$ cat src/rtl/sd_crc_pkg.sv
// Shared types and constants for the SD data-line CRC16 checker and its LFSR.
package sd_crc_pkg;

  localparam int unsigned CRC_W                = 16;
  localparam int unsigned BYTE_W               = 8;
  localparam logic [15:0] CRC16_CCITT_POLY     = 16'h1021;
  localparam int unsigned SD_BLOCK_LEN_DEFAULT = 512;

  typedef enum logic [2:0] {
    ST_IDLE   = 3'd0,
    ST_DATA   = 3'd1,
    ST_CRC_HI = 3'd2,
    ST_CRC_LO = 3'd3,
    ST_DONE   = 3'd4
  } sd_crc_state_e;

endpackage

$ cat src/rtl/sd_crc16_lfsr.sv
// Bit-serial CRC16 LFSR (MSB-first) with synchronous clear and step enable.
module sd_crc16_lfsr
  import sd_crc_pkg::*;
#(
  parameter logic [CRC_W-1:0] POLY = CRC16_CCITT_POLY
) (
  input  logic             clk,
  input  logic             reset,
  input  logic             i_clr,
  input  logic             i_en,
  input  logic             i_bit,
  output logic [CRC_W-1:0] o_crc
);

  logic [CRC_W-1:0] r_crc;
  logic             w_fb;

  assign w_fb  = r_crc[CRC_W-1] ^ i_bit;
  assign o_crc = r_crc;

  // Clear wins over a step so a restart never folds in a stale bit.
  always_ff @(posedge clk) begin
    if (reset || i_clr) begin
      r_crc <= '0;
    end else if (i_en) begin
      r_crc <= {r_crc[CRC_W-2:0], 1'b0} ^ (w_fb ? POLY : CRC_W'(0));
    end
  end

endmodule

$ cat src/rtl/sd_data_crc_check.sv
// Receive-side CRC16 check of one SD data block: data bytes, then CRC hi/lo.
// Optional mismatch counter enabled by defining SD_CRC_ERRCNT_EN.
module sd_data_crc_check
  import sd_crc_pkg::*;
#(
  parameter int unsigned      BLOCK_LEN = SD_BLOCK_LEN_DEFAULT,
  parameter logic [CRC_W-1:0] POLY      = CRC16_CCITT_POLY
) (
  input  logic              clk,
  input  logic              reset,
  input  logic              start,
  input  logic [BYTE_W-1:0] in_data,
  input  logic              in_valid,
  output logic              in_ready,
  output logic              busy,
  output logic              done,
  output logic              crc_ok,
  output logic [CRC_W-1:0]  crc_calc
`ifdef SD_CRC_ERRCNT_EN
  ,
  output logic [CRC_W-1:0]  err_count
`endif
);

  localparam int unsigned CNT_W = $clog2(BLOCK_LEN + 1);
  localparam int unsigned BIT_W = 4;

  localparam logic [2:0] S_IDLE   = ST_IDLE;
  localparam logic [2:0] S_DATA   = ST_DATA;
  localparam logic [2:0] S_CRC_HI = ST_CRC_HI;
  localparam logic [2:0] S_CRC_LO = ST_CRC_LO;
  localparam logic [2:0] S_DONE   = ST_DONE;

  logic [2:0]        r_state,     w_nxt_state;
  logic [CNT_W-1:0]  r_byte_cnt,  w_nxt_byte_cnt;
  logic [BIT_W-1:0]  r_bit_cnt,   w_nxt_bit_cnt;
  logic [BYTE_W-1:0] r_shift,     w_nxt_shift;
  logic [BYTE_W-1:0] r_rx_hi,     w_nxt_rx_hi;
  logic              r_in_ready,  w_nxt_in_ready;
  logic              r_busy,      w_nxt_busy;
  logic              r_done,      w_nxt_done;
  logic              r_crc_ok,    w_nxt_crc_ok;
  logic [CRC_W-1:0]  r_crc_calc,  w_nxt_crc_calc;
`ifdef SD_CRC_ERRCNT_EN
  logic [CRC_W-1:0]  r_err_count, w_nxt_err_count;
`endif

  logic              w_hs;
  logic              w_lfsr_en;
  logic [CRC_W-1:0]  w_crc;

  assign w_hs      = in_valid && r_in_ready;
  assign w_lfsr_en = !start && (r_state == S_DATA) && (r_bit_cnt != '0);

  sd_crc16_lfsr #(
    .POLY (POLY)
  ) u_lfsr (
    .clk   (clk),
    .reset (reset),
    .i_clr (start),
    .i_en  (w_lfsr_en),
    .i_bit (r_shift[BYTE_W-1]),
    .o_crc (w_crc)
  );

  // Next-state and next-output logic; start overrides everything but reset.
  always_comb begin
    w_nxt_state    = r_state;
    w_nxt_byte_cnt = r_byte_cnt;
    w_nxt_bit_cnt  = r_bit_cnt;
    w_nxt_shift    = r_shift;
    w_nxt_rx_hi    = r_rx_hi;
    w_nxt_done     = 1'b0;
    w_nxt_crc_ok   = r_crc_ok;
    w_nxt_crc_calc = r_crc_calc;
`ifdef SD_CRC_ERRCNT_EN
    w_nxt_err_count = r_err_count;
`endif

    if (start) begin
      w_nxt_state    = S_DATA;
      w_nxt_byte_cnt = '0;
      w_nxt_bit_cnt  = '0;
    end else begin
      case (r_state)
        S_IDLE: begin
          w_nxt_state = S_IDLE;
        end
        S_DATA: begin
          if (r_bit_cnt != '0) begin
            w_nxt_shift   = {r_shift[BYTE_W-2:0], 1'b0};
            w_nxt_bit_cnt = r_bit_cnt - BIT_W'(1);
            if ((r_bit_cnt == BIT_W'(1)) && (r_byte_cnt == CNT_W'(BLOCK_LEN))) begin
              w_nxt_state = S_CRC_HI;
            end
          end else if (w_hs) begin
            w_nxt_shift    = in_data;
            w_nxt_bit_cnt  = BIT_W'(BYTE_W);
            w_nxt_byte_cnt = r_byte_cnt + CNT_W'(1);
          end
        end
        S_CRC_HI: begin
          if (w_hs) begin
            w_nxt_rx_hi = in_data;
            w_nxt_state = S_CRC_LO;
          end
        end
        S_CRC_LO: begin
          if (w_hs) begin
            w_nxt_state    = S_DONE;
            w_nxt_done     = 1'b1;
            w_nxt_crc_ok   = ({r_rx_hi, in_data} == w_crc);
            w_nxt_crc_calc = w_crc;
`ifdef SD_CRC_ERRCNT_EN
            if (({r_rx_hi, in_data} != w_crc) && (r_err_count != 16'hFFFF)) begin
              w_nxt_err_count = r_err_count + CRC_W'(1);
            end
`endif
          end
        end
        S_DONE: begin
          w_nxt_state = S_IDLE;
        end
        default: begin
          w_nxt_state = S_IDLE;
        end
      endcase
    end

    w_nxt_busy     = (w_nxt_state != S_IDLE);
    w_nxt_in_ready = ((w_nxt_state == S_DATA) || (w_nxt_state == S_CRC_HI) ||
                      (w_nxt_state == S_CRC_LO)) && (w_nxt_bit_cnt == '0);
  end

  always_ff @(posedge clk) begin
    if (reset) begin
      r_state    <= S_IDLE;
      r_byte_cnt <= '0;
      r_bit_cnt  <= '0;
      r_shift    <= '0;
      r_rx_hi    <= '0;
      r_in_ready <= 1'b0;
      r_busy     <= 1'b0;
      r_done     <= 1'b0;
      r_crc_ok   <= 1'b0;
      r_crc_calc <= '0;
    end else begin
      r_state    <= w_nxt_state;
      r_byte_cnt <= w_nxt_byte_cnt;
      r_bit_cnt  <= w_nxt_bit_cnt;
      r_shift    <= w_nxt_shift;
      r_rx_hi    <= w_nxt_rx_hi;
      r_in_ready <= w_nxt_in_ready;
      r_busy     <= w_nxt_busy;
      r_done     <= w_nxt_done;
      r_crc_ok   <= w_nxt_crc_ok;
      r_crc_calc <= w_nxt_crc_calc;
    end
  end

`ifdef SD_CRC_ERRCNT_EN
  // Saturating mismatch counter; only reset clears it.
  always_ff @(posedge clk) begin
    if (reset) begin
      r_err_count <= '0;
    end else begin
      r_err_count <= w_nxt_err_count;
    end
  end

  assign err_count = r_err_count;
`endif

  assign in_ready = r_in_ready;
  assign busy     = r_busy;
  assign done     = r_done;
  assign crc_ok   = r_crc_ok;
  assign crc_calc = r_crc_calc;

endmodule
$ cat config.mk
export PLATFORM = sky130hd
export DESIGN_NAME = sd_data_crc_check
export DESIGN_NICKNAME = d
export VERILOG_FILES = /design/src/rtl/sd_crc_pkg.sv /design/src/rtl/sd_crc16_lfsr.sv /design/src/rtl/sd_data_crc_check.sv
export SDC_FILE = /design/constraint.sdc
export NUM_CORES = 1
export LEC_CHECK = 0
export BUFFER_PORTS_ARGS = -buffer_cell sky130_fd_sc_hd__buf_2
export CORE_ASPECT_RATIO = 0.75
export CORE_MARGIN = 1
export CORE_UTILIZATION = 45
export CTS_BUF_LIST = sky130_fd_sc_hd__clkbuf_8
export CTS_CLUSTER_SIZE = 8
export DETAILED_ROUTE_END_ITERATION = 10
export PLACE_DENSITY = 0.73
export SLEW_MARGIN = 20
export SYNTH_ARGS = -nofsm -noshare
export SYNTH_HDL_FRONTEND = slang
export SYNTH_HIERARCHICAL = 1
export SYNTH_SLANG_ARGS = --single-unit
$ cat constraint.sdc
create_clock -name clk -period 2.6 [get_ports clk]
set_input_delay 0.13 -clock clk [delete_from_list [all_inputs] [get_ports clk]]
set_output_delay 0.13 -clock clk [all_outputs]
set_load 0.01 [all_outputs]
==> results.ini, run 1 <==
[timing]
setup_ws_ps = 222
hold_ws_ps = 67.6
hold_viol_final = 0
fmax_mhz = 421
fin_skew_ps = 7.96
final-max-slew-violation-count = 0
fin_setup_tns_ps = 0
rsz0062_at_grt = no
maxSlewHeadroom = 0.434
worst_pin_slew_ps = 848
setup_viol = 0
finalCriticalPeriod_ps = 2380
fin_crit_sh = 0.915

[layout]
fin_nets = 361
drive_gt1_frac = 0.172
area_growth_pct = 14.5
final_common_cell = dfxtp_1
num_antenna_cells = 0
layout_common_cells = 69 x dfxtp_1, 48 x nor2_1, 31 x buf_2, 22 x mux2i_1, 20 x nand2_1
final_util = 0.538

[synth]
synth_flop_cell = dfxtp_1
synth_area_mm2 = 0.00300
yosysSeqAreaShare = 0.460
synth-edff-count = 0
synth_cells = 316
syn_nets = 333
ys_seq_elements = 69
synth_cell_types = 51
synthArstFlopShare = 0
ys_warn_count = 6
syn_area_per_cell_um2 = 9.49

[global_routing]
grt_pass1_vias = 2121
antenna_found_initial = 0
grtUsageTotal = 0.199
grt_pass1_wl_mm = 10.2
grt_max_degree = 28
gr-total-overflow = 0

[critical_path]
r2r_setup_slack_ps = 220
cp-end-kind = register
r2r_cells = 6
rr_endpoint = r_byte_cnt[9]
critical_path_required_ps = 2850
worstPathArrival_ps = 2630
setup.worst_path.class = register to register
startpoint_type = register
critPathMaxFanout = 7
rr_startpoint = r_bit_cnt[0]

[cts]
post-cts-setup-buffer-count = 0
cts_tree = yes
cts_buffers = 9
clkTransAtPathRegs_ps = 80
cts_buffer_depth = 2
cts_num_sinks = 69
cts_resized = 0
hold_buffers = 0
root_buffer = clkbuf_8
insertion_delay_ps = 350
cts.htree.levels = 3

[detailed_routing]
avgViaCountPerCell = 5.56
ant_nets = 0
drt_iter0_markers = 139
wl_per_cell_um = 14.8
dr.pass1.iters = 4
wl_mm = 6.38
vias = 2390
drc = 0

[power]
p_leak_nw = 1.33
power.density_mw_per_mm2 = 648
peakVddDrop_mv = 0.314

[placed_design]
place_congestion = 0.804
post-place-ws_ps = 162
dp_hpwl_mm = 4.50
io_buffers = 31

[run_status]
outcome = complete, no violations

[hold_path]
hold_path_depth = 3
min_path_type = input pin to register
worstHoldEndpoint = r_rx_hi[5]
min_from = in_data[5]

[die]
fp.dieW_um = 96.3
rows = 25
ioPinCount = 32
coreArea_mm2 = 0.00638
dieArea_mm2 = 0.00700
initial_core_util = 0.470
die_height_um = 72.7

[run]
cap_violations = 0

[routing by layer]
metal  GRT usage  routed length, um  part of all wire
met1       0.290               3300              0.52
met2       0.265               2560              0.40
met3      0.0594                364             0.057
met4      0.0945                163             0.026
met5           0                  0                 0
[per-stage QoR]
step	cells	power, W	cell area, um^2
2_1_floorplan	316	0.00120	3000
3_3_place_gp	414	0.00125	3200
3_5_place_dp	414	0.00125	3200
4_1_cts	430	0.00224	3430
5_1_grt	430	0.00230	3430
6_report	430	0.00223	3430
[worst max-delay path, stage by stage, from the launching register on]
cell and delay (ps):
dfxtp_1 330, inv_1 120, ha_1 220, or3b_1 430, or4_1 680, o31a_1 320
o21a_1 180
[synthesized netlist by cell type (2+ instances only)]
library cell	count	area share
buf_2	3	0.0050
xor2_1	7	0.020
or3_1	4	0.0083
nor3b_1	2	0.0050
a211oi_1	2	0.0050
xnor2_1	16	0.047
o21ai_0	6	0.010
ha_1	5	0.021
inv_1	7	0.0088
a21oi_1	7	0.012
nand3_1	6	0.010
nor4_1	6	0.013
clkbuf_1	12	0.015
nand2_1	20	0.025
a32o_1	2	0.0067
or4_1	2	0.0050
nand4_1	9	0.019
a22o_1	16	0.047
mux2i_1	22	0.073
nand3b_1	2	0.0050
nor3_1	3	0.0050
dfxtp_1	69	0.46
nand4b_1	2	0.0058
a211oi_2	2	0.0083
nor2_1	50	0.063
a311oi_1	7	0.020
buf_6	3	0.011
[worst max-delay path by stage]
| stage | to | from | cells past startpoint | slack, ps |
|---|---|---|---|---|
| floorplan | r_byte_cnt[9] | r_bit_cnt[0] | 7 | 420 |
| global placement | u_lfsr/o_crc[8] | r_bit_cnt[0] | 7 | 280 |
| detailed placement | u_lfsr/o_crc[11] | r_bit_cnt[0] | 7 | 160 |
| CTS | u_lfsr/o_crc[11] | r_bit_cnt[0] | 7 | 150 |
| global route | r_byte_cnt[5] | r_bit_cnt[0] | 6 | 90 |
| finish | r_byte_cnt[9] | r_bit_cnt[0] | 6 | 220 |
[kinds of logic after synthesis]
group | share of synthesized area
xor gates and xnor gates | 0.0671
muxes | 0.0734
and+or+nand+nor | 0.192
buffers and inverters | 0.0425
AOI/OAI and AO/OA | 0.143
DFF | 0.460
adders and majority gates | 0.0209
[power breakdown]
part / switching (W) / total [W] / internal, W
Clock: 0.000424 / 0.000998 / 0.000574
Sequential: 0.0000110 / 0.00108 / 0.00107
Combinational: 0.0000919 / 0.000149 / 0.0000566
Total: 0.000527 / 0.00223 / 0.00170
[cell type report]
class / instances / area (um^2)
clock buffer: 10 / 138
clock inverter: 6 / 93.8
fill: 595 / 2950
inverter: 7 / 26.3
multi-input combinational: 221 / 1500
sequential: 69 / 1380
tap: 81 / 101
timing repair buffer: 36 / 193
[sequential cells by signal (all words and copies together), names as in the netlist]
| register | count |
|---|---|
| busy | 1 |
| crc_calc | 16 |
| crc_ok | 1 |
| done | 1 |
| in_ready | 1 |
| r_bit_cnt | 4 |
| r_byte_cnt | 10 |
| r_rx_hi | 8 |
| r_shift | 8 |
| r_state | 3 |
| u_lfsr/o_crc | 16 |
Note: power is estimated with default switching activity, not from simulation.
==> run 2: changes to the inputs <==
Settings changed: CORE_ASPECT_RATIO 0.75 to 0.9.
==> results.ini, run 2 (synthesis gave the netlist of run 1 again) <==
[power]
p_leak_nw = 1.34  ; was 1.33 nW
power.density_mw_per_mm2 = 640  ; was 648 mW/mm^2
peakVddDrop_mv = 0.343  ; was 0.314 mV

[critical_path]
critPathMaxFanout = 7  ; unchanged
worstPathArrival_ps = 2540  ; was 2630 ps
slowest_stage = or4_1  ; unchanged
r2r_cells = 6  ; unchanged
cp-end-kind = register  ; unchanged
setup.worst_path.class = register to register  ; unchanged
rr_startpoint = r_bit_cnt[0]  ; unchanged
cpPeakStageDelay_ps = 650  ; was 680 ps
critical_path_required_ps = 2840  ; was 2850 ps
startpoint_type = register  ; unchanged
rr_endpoint = r_byte_cnt[9]  ; unchanged
path_cells = inv_1, ha_1, or3b_1, or4_1, o31a_1, o21a_1  ; unchanged
r2r_setup_slack_ps = 300  ; was 220 ps

[cts]
cts_buffers = 9  ; unchanged
cts_num_sinks = 69  ; unchanged
root_buffer = clkbuf_8  ; unchanged
hold_buffers = 0  ; unchanged
cts_resized = 0  ; unchanged
insertion_delay_ps = 350  ; about the same
cts_buffer_depth = 2  ; unchanged
cts_tree = yes  ; unchanged
clkTransAtPathRegs_ps = 80  ; about the same
cts.htree.levels = 3  ; unchanged
post-cts-setup-buffer-count = 0  ; unchanged

[global_routing]
grt_max_degree = 28  ; unchanged
grt_pass1_wl_mm = 10.2  ; about the same
grtUsageTotal = 0.192  ; was 0.199
grt_pass1_vias = 2067  ; was 2121
antenna_found_initial = 0  ; unchanged
gr-total-overflow = 0  ; unchanged

[detailed_routing]
drc = 0  ; unchanged
dr.pass1.iters = 4  ; unchanged
wl_per_cell_um = 14.0  ; was 14.8 um
ant_nets = 0  ; unchanged
avgViaCountPerCell = 5.35  ; was 5.56
vias = 2331  ; was 2390
drt_iter0_markers = 113  ; was 139
wl_mm = 6.12  ; was 6.38 mm

[timing]
final-max-slew-violation-count = 0  ; unchanged
setup_viol = 0  ; unchanged
finalCriticalPeriod_ps = 2300  ; was 2380 ps
fin_crit_sh = 0.884  ; was 0.915
worst_pin_slew_ps = 907  ; was 848 ps
hold_ws_ps = 68.8  ; was 67.6 ps
hold_viol_final = 0  ; unchanged
fin_skew_ps = 8.95  ; was 7.96 ps
fin_setup_tns_ps = 0  ; unchanged
rsz0062_at_grt = no  ; unchanged
fmax_mhz = 435  ; was 421 MHz
maxSlewHeadroom = 0.395  ; was 0.434

[hold_path]
hold_path_depth = 3  ; unchanged
min_from = in_data[3]  ; was in_data[5]
min_path_type = input pin to register  ; unchanged
worstHoldEndpoint = r_rx_hi[3]  ; was r_rx_hi[5]

[layout]
instances_no_fill = 436  ; was 430
fin_nets = 361  ; unchanged
area_growth_pct = 14.3  ; was 14.5%
layout_common_cells = 69 x dfxtp_1, 48 x nor2_1, 31 x buf_2, 22 x mux2i_1, 20 x nand2_1  ; unchanged
final_common_cell = dfxtp_1  ; unchanged
fill_cells = 612  ; was 595
drive_gt1_frac = 0.169  ; was 0.172
num_antenna_cells = 0  ; unchanged
final_util = 0.546  ; was 0.538

[placed_design]
place_congestion = 0.795  ; was 0.804
dp_hpwl_mm = 4.29  ; was 4.50 mm
post-place-cells = 420  ; was 414
io_buffers = 31  ; unchanged

[run]
cap_violations = 0  ; unchanged

[die]
coreArea_mm2 = 0.00628  ; was 0.00638 mm^2
initial_core_util = 0.477  ; was 0.470
rows = 27  ; was 25
ioPinCount = 32  ; unchanged
fp.dieW_um = 88.1  ; was 96.3 um
die_height_um = 79.5  ; was 72.7 um
dieArea_mm2 = 0.00700  ; about the same

[run_status]
outcome = complete, no violations  ; unchanged

## run 2: cell types whose count changed in the layout (fill, tap and decap cells not counted), sizes merged
cell,previous run,this run
clkbuf,10,9
inv,9,10
clkinv,1,2
clkinvlp,1,0
## run 2: cell type report
| cell class | count | area (um^2) | area share |
|---|---|---|---|
| Clock buffer | 9 | 124 | 0.0361 |
| Inverter | 7 | 26.3 | 0.00766 |
| Tap cell | 87 | 109 | 0.0318 |
| Multi-Input combinational cell | 221 | 1500 | 0.436 |
| Timing Repair Buffer | 36 | 193 | 0.0562 |
| Clock inverter | 7 | 98.8 | 0.0288 |
| Sequential cell | 69 | 1380 | 0.403 |
## run 2: routing by layer
layer / vias up / track usage / wire, um
met5: - / 0 / 0
met2: 54 / 0.271 / 2560
met1: 1083 / 0.274 / 3150
met3: 8 / 0.0662 / 330
li1: 1186 / - / -
met4: 0 / 0.0565 / 74
## run 2: worst max-delay path by stage
| stage | endpoint | slack, ps | from |
|---|---|---|---|
| 6_report | r_byte_cnt[9] | 300 | r_bit_cnt[0] |
| 5_1_grt | r_shift[2] | 200 | r_bit_cnt[0] |
| 4_1_cts | r_byte_cnt[9] | 300 | r_bit_cnt[0] |
| 3_5_place_dp | r_byte_cnt[9] | 310 | r_bit_cnt[0] |
| 3_3_place_gp | r_byte_cnt[9] | 360 | r_bit_cnt[0] |
| 2_1_floorplan | r_byte_cnt[9] | 420 | r_bit_cnt[0] |
## run 2: metrics by stage
step	setup WS, ps	cell area [um^2]	power [W]
after detailed placement	310	3200	0.00125
after floorplan	422	3000	0.00120
after global routing	204	3430	0.00228
after global placement	364	3200	0.00124
final	302	3430	0.00219
after CTS	300	3430	0.00221
## run 2: where the power goes
group	switching, W	internal [W]	total [W]
clock	0.000423	0.000546	0.000969
combinational	0.0000901	0.0000549	0.000145
sequential	0.0000106	0.00107	0.00108
## run 2: critical path, delay by kind of cell (launching register included)
family | cells | cell delay, ps
and+or+nand+nor | 2 | 1020
AOI/OAI and AO/OA | 2 | 490
DFF | 1 | 340
adders and majority gates | 1 | 230
buffers and inverters | 1 | 120
==> run 3: changes to the inputs <==
Settings changed: CORE_ASPECT_RATIO 0.9 to 0.8.
==> results.ini, run 3 (synthesis gave the netlist of run 1 again) <==
[detailed_routing]
wl_mm = 6.39  ; was 6.12 mm
dr.pass1.iters = 5  ; was 4
drc = 0  ; unchanged
ant_nets = 0  ; unchanged
vias = 2410  ; was 2331
avgViaCountPerCell = 5.57  ; was 5.35
wl_per_cell_um = 14.8  ; was 14.0 um
drt_iter0_markers = 111  ; was 113

[placed_design]
place_congestion = 0.869  ; was 0.795
dp_hpwl_mm = 4.50  ; was 4.29 mm
io_buffers = 31  ; unchanged
post-place-ws_ps = 146  ; was 310 ps
placed_area_mm2 = 0.00320  ; about the same

[cts]
post-cts-setup-buffer-count = 0  ; unchanged
cts.htree.levels = 3  ; unchanged
hold_buffers = 0  ; unchanged
clkTransAtPathRegs_ps = 70  ; was 80 ps
root_buffer = clkbuf_8  ; unchanged
cts_buffer_depth = 2  ; unchanged
cts_buffers = 9  ; unchanged
cts_num_sinks = 69  ; unchanged
insertion_delay_ps = 350  ; about the same
cts_resized = 0  ; unchanged
cts_tree = yes  ; unchanged

[critical_path]
endpoint = r_byte_cnt[9]  ; unchanged
cp-end-kind = register  ; unchanged
critical_path_required_ps = 2850  ; was 2840 ps
startpoint_type = register  ; unchanged
worstPathArrival_ps = 2650  ; was 2540 ps
rr_startpoint = r_bit_cnt[0]  ; unchanged
setup.worst_path.start = r_bit_cnt[0]  ; unchanged
r2r_setup_slack_ps = 190  ; was 300 ps
critPathMaxFanout = 7  ; unchanged
rr_endpoint = r_byte_cnt[9]  ; unchanged
setup.worst_path.class = register to register  ; unchanged
r2r_cells = 6  ; unchanged

[timing]
fin_setup_tns_ps = 0  ; unchanged
fin_skew_ps = 7.26  ; was 8.95 ps
hold_viol_final = 0  ; unchanged
setup_ws_ps = 194  ; was 302 ps
finalCriticalPeriod_ps = 2410  ; was 2300 ps
maxSlewHeadroom = 0.550  ; was 0.395
fmax_mhz = 416  ; was 435 MHz
worst_pin_slew_ps = 674  ; was 907 ps
fin_crit_sh = 0.925  ; was 0.884
final-max-slew-violation-count = 0  ; unchanged
rsz0062_at_grt = no  ; unchanged
hold_ws_ps = 77.2  ; was 68.8 ps
setup_viol = 0  ; unchanged

[layout]
regArea_mm2 = 0.00138  ; unchanged
area_growth_pct = 15.8  ; was 14.3%
fill_cells = 561  ; was 612
layout_common_cells = 69 x dfxtp_1, 48 x nor2_1, 31 x buf_2, 22 x mux2i_1, 20 x nand2_1  ; unchanged
final_area_mm2 = 0.00348  ; was 0.00343 mm^2
multi_input_area_mm2 = 0.00150  ; about the same
drive_gt1_frac = 0.172  ; was 0.169
final_common_cell = dfxtp_1  ; unchanged
fin_nets = 361  ; unchanged
num_antenna_cells = 0  ; unchanged

[die]
die_height_um = 75.0  ; was 79.5 um
initial_core_util = 0.468  ; was 0.477
coreArea_mm2 = 0.00641  ; was 0.00628 mm^2
ioPinCount = 32  ; unchanged
fp.dieW_um = 93.3  ; was 88.1 um
rows = 26  ; was 27
dieArea_mm2 = 0.00700  ; about the same

[power]
p_leak_nw = 1.35  ; was 1.34 nW
power.density_mw_per_mm2 = 689  ; was 640 mW/mm^2
peakVddDrop_mv = 0.434  ; was 0.343 mV

[hold_path]
min_path_type = input pin to register  ; unchanged

[run_status]
outcome = complete, no violations  ; unchanged

[global_routing]
grt_max_degree = 28  ; unchanged
grtUsageTotal = 0.196  ; was 0.192
grt_pass1_wl_mm = 10.5  ; was 10.2 mm
antenna_found_initial = 0  ; unchanged
grt_pass1_vias = 2115  ; was 2067
gr-total-overflow = 0  ; unchanged

[run]
cap_violations = 0  ; unchanged

[run 3: through the flow]
stage	util	instances	total power, W
floorplan	-	316	0.00120
global placement	0.499	417	0.00125
detailed placement	0.499	417	0.00125
CTS	0.541	433	0.00241
global route	0.542	433	0.00248
finish	0.542	433	0.00239
[run 3: per-layer routing]
metal | part of all wire | track usage | wire [um] | vias to the layer above
met2 | 0.42 | 0.275 | 2660 | 58
met1 | 0.51 | 0.289 | 3280 | 1151
met3 | 0.060 | 0.0576 | 383 | 8
met4 | 0.011 | 0.0581 | 68 | 0
li1 | - | - | - | 1193
met5 | 0 | 0 | 0 | -
[run 3: worst min path at each step]
stage / from / to / cells past startpoint
after detailed placement: in_data[3] / r_rx_hi[3] / 3
after CTS: in_data[3] / r_rx_hi[3] / 3
after global placement: in_data[3] / r_rx_hi[3] / 3
final: in_data[7] / r_shift[7] / 3
after global routing: in_data[3] / r_rx_hi[3] / 3
after floorplan: in_data[0] / r_rx_hi[0] / 2
[run 3: critical path, cell delays in order (launching register included)]
cell	delay [ps]
dfxtp_1	340
inv_1	120
ha_1	240
or3b_1	430
or4_1	680
o31a_1	320
o21a_1	170
[run 3: power by group]
part	internal [W]	switching, W
registers	0.00107	0.0000111
clock network	0.000740	0.000427
logic	0.0000555	0.0000909
total	0.00186	0.000529
[run 3: area by class of cell]
type,count,share of cell area
Sequential cell,69,0.397
Clock inverter,7,0.0418
Inverter,7,0.00756
Tap cell,84,0.0302
Clock buffer,9,0.0356
Timing Repair Buffer,36,0.0554
Multi-Input combinational cell,221,0.432
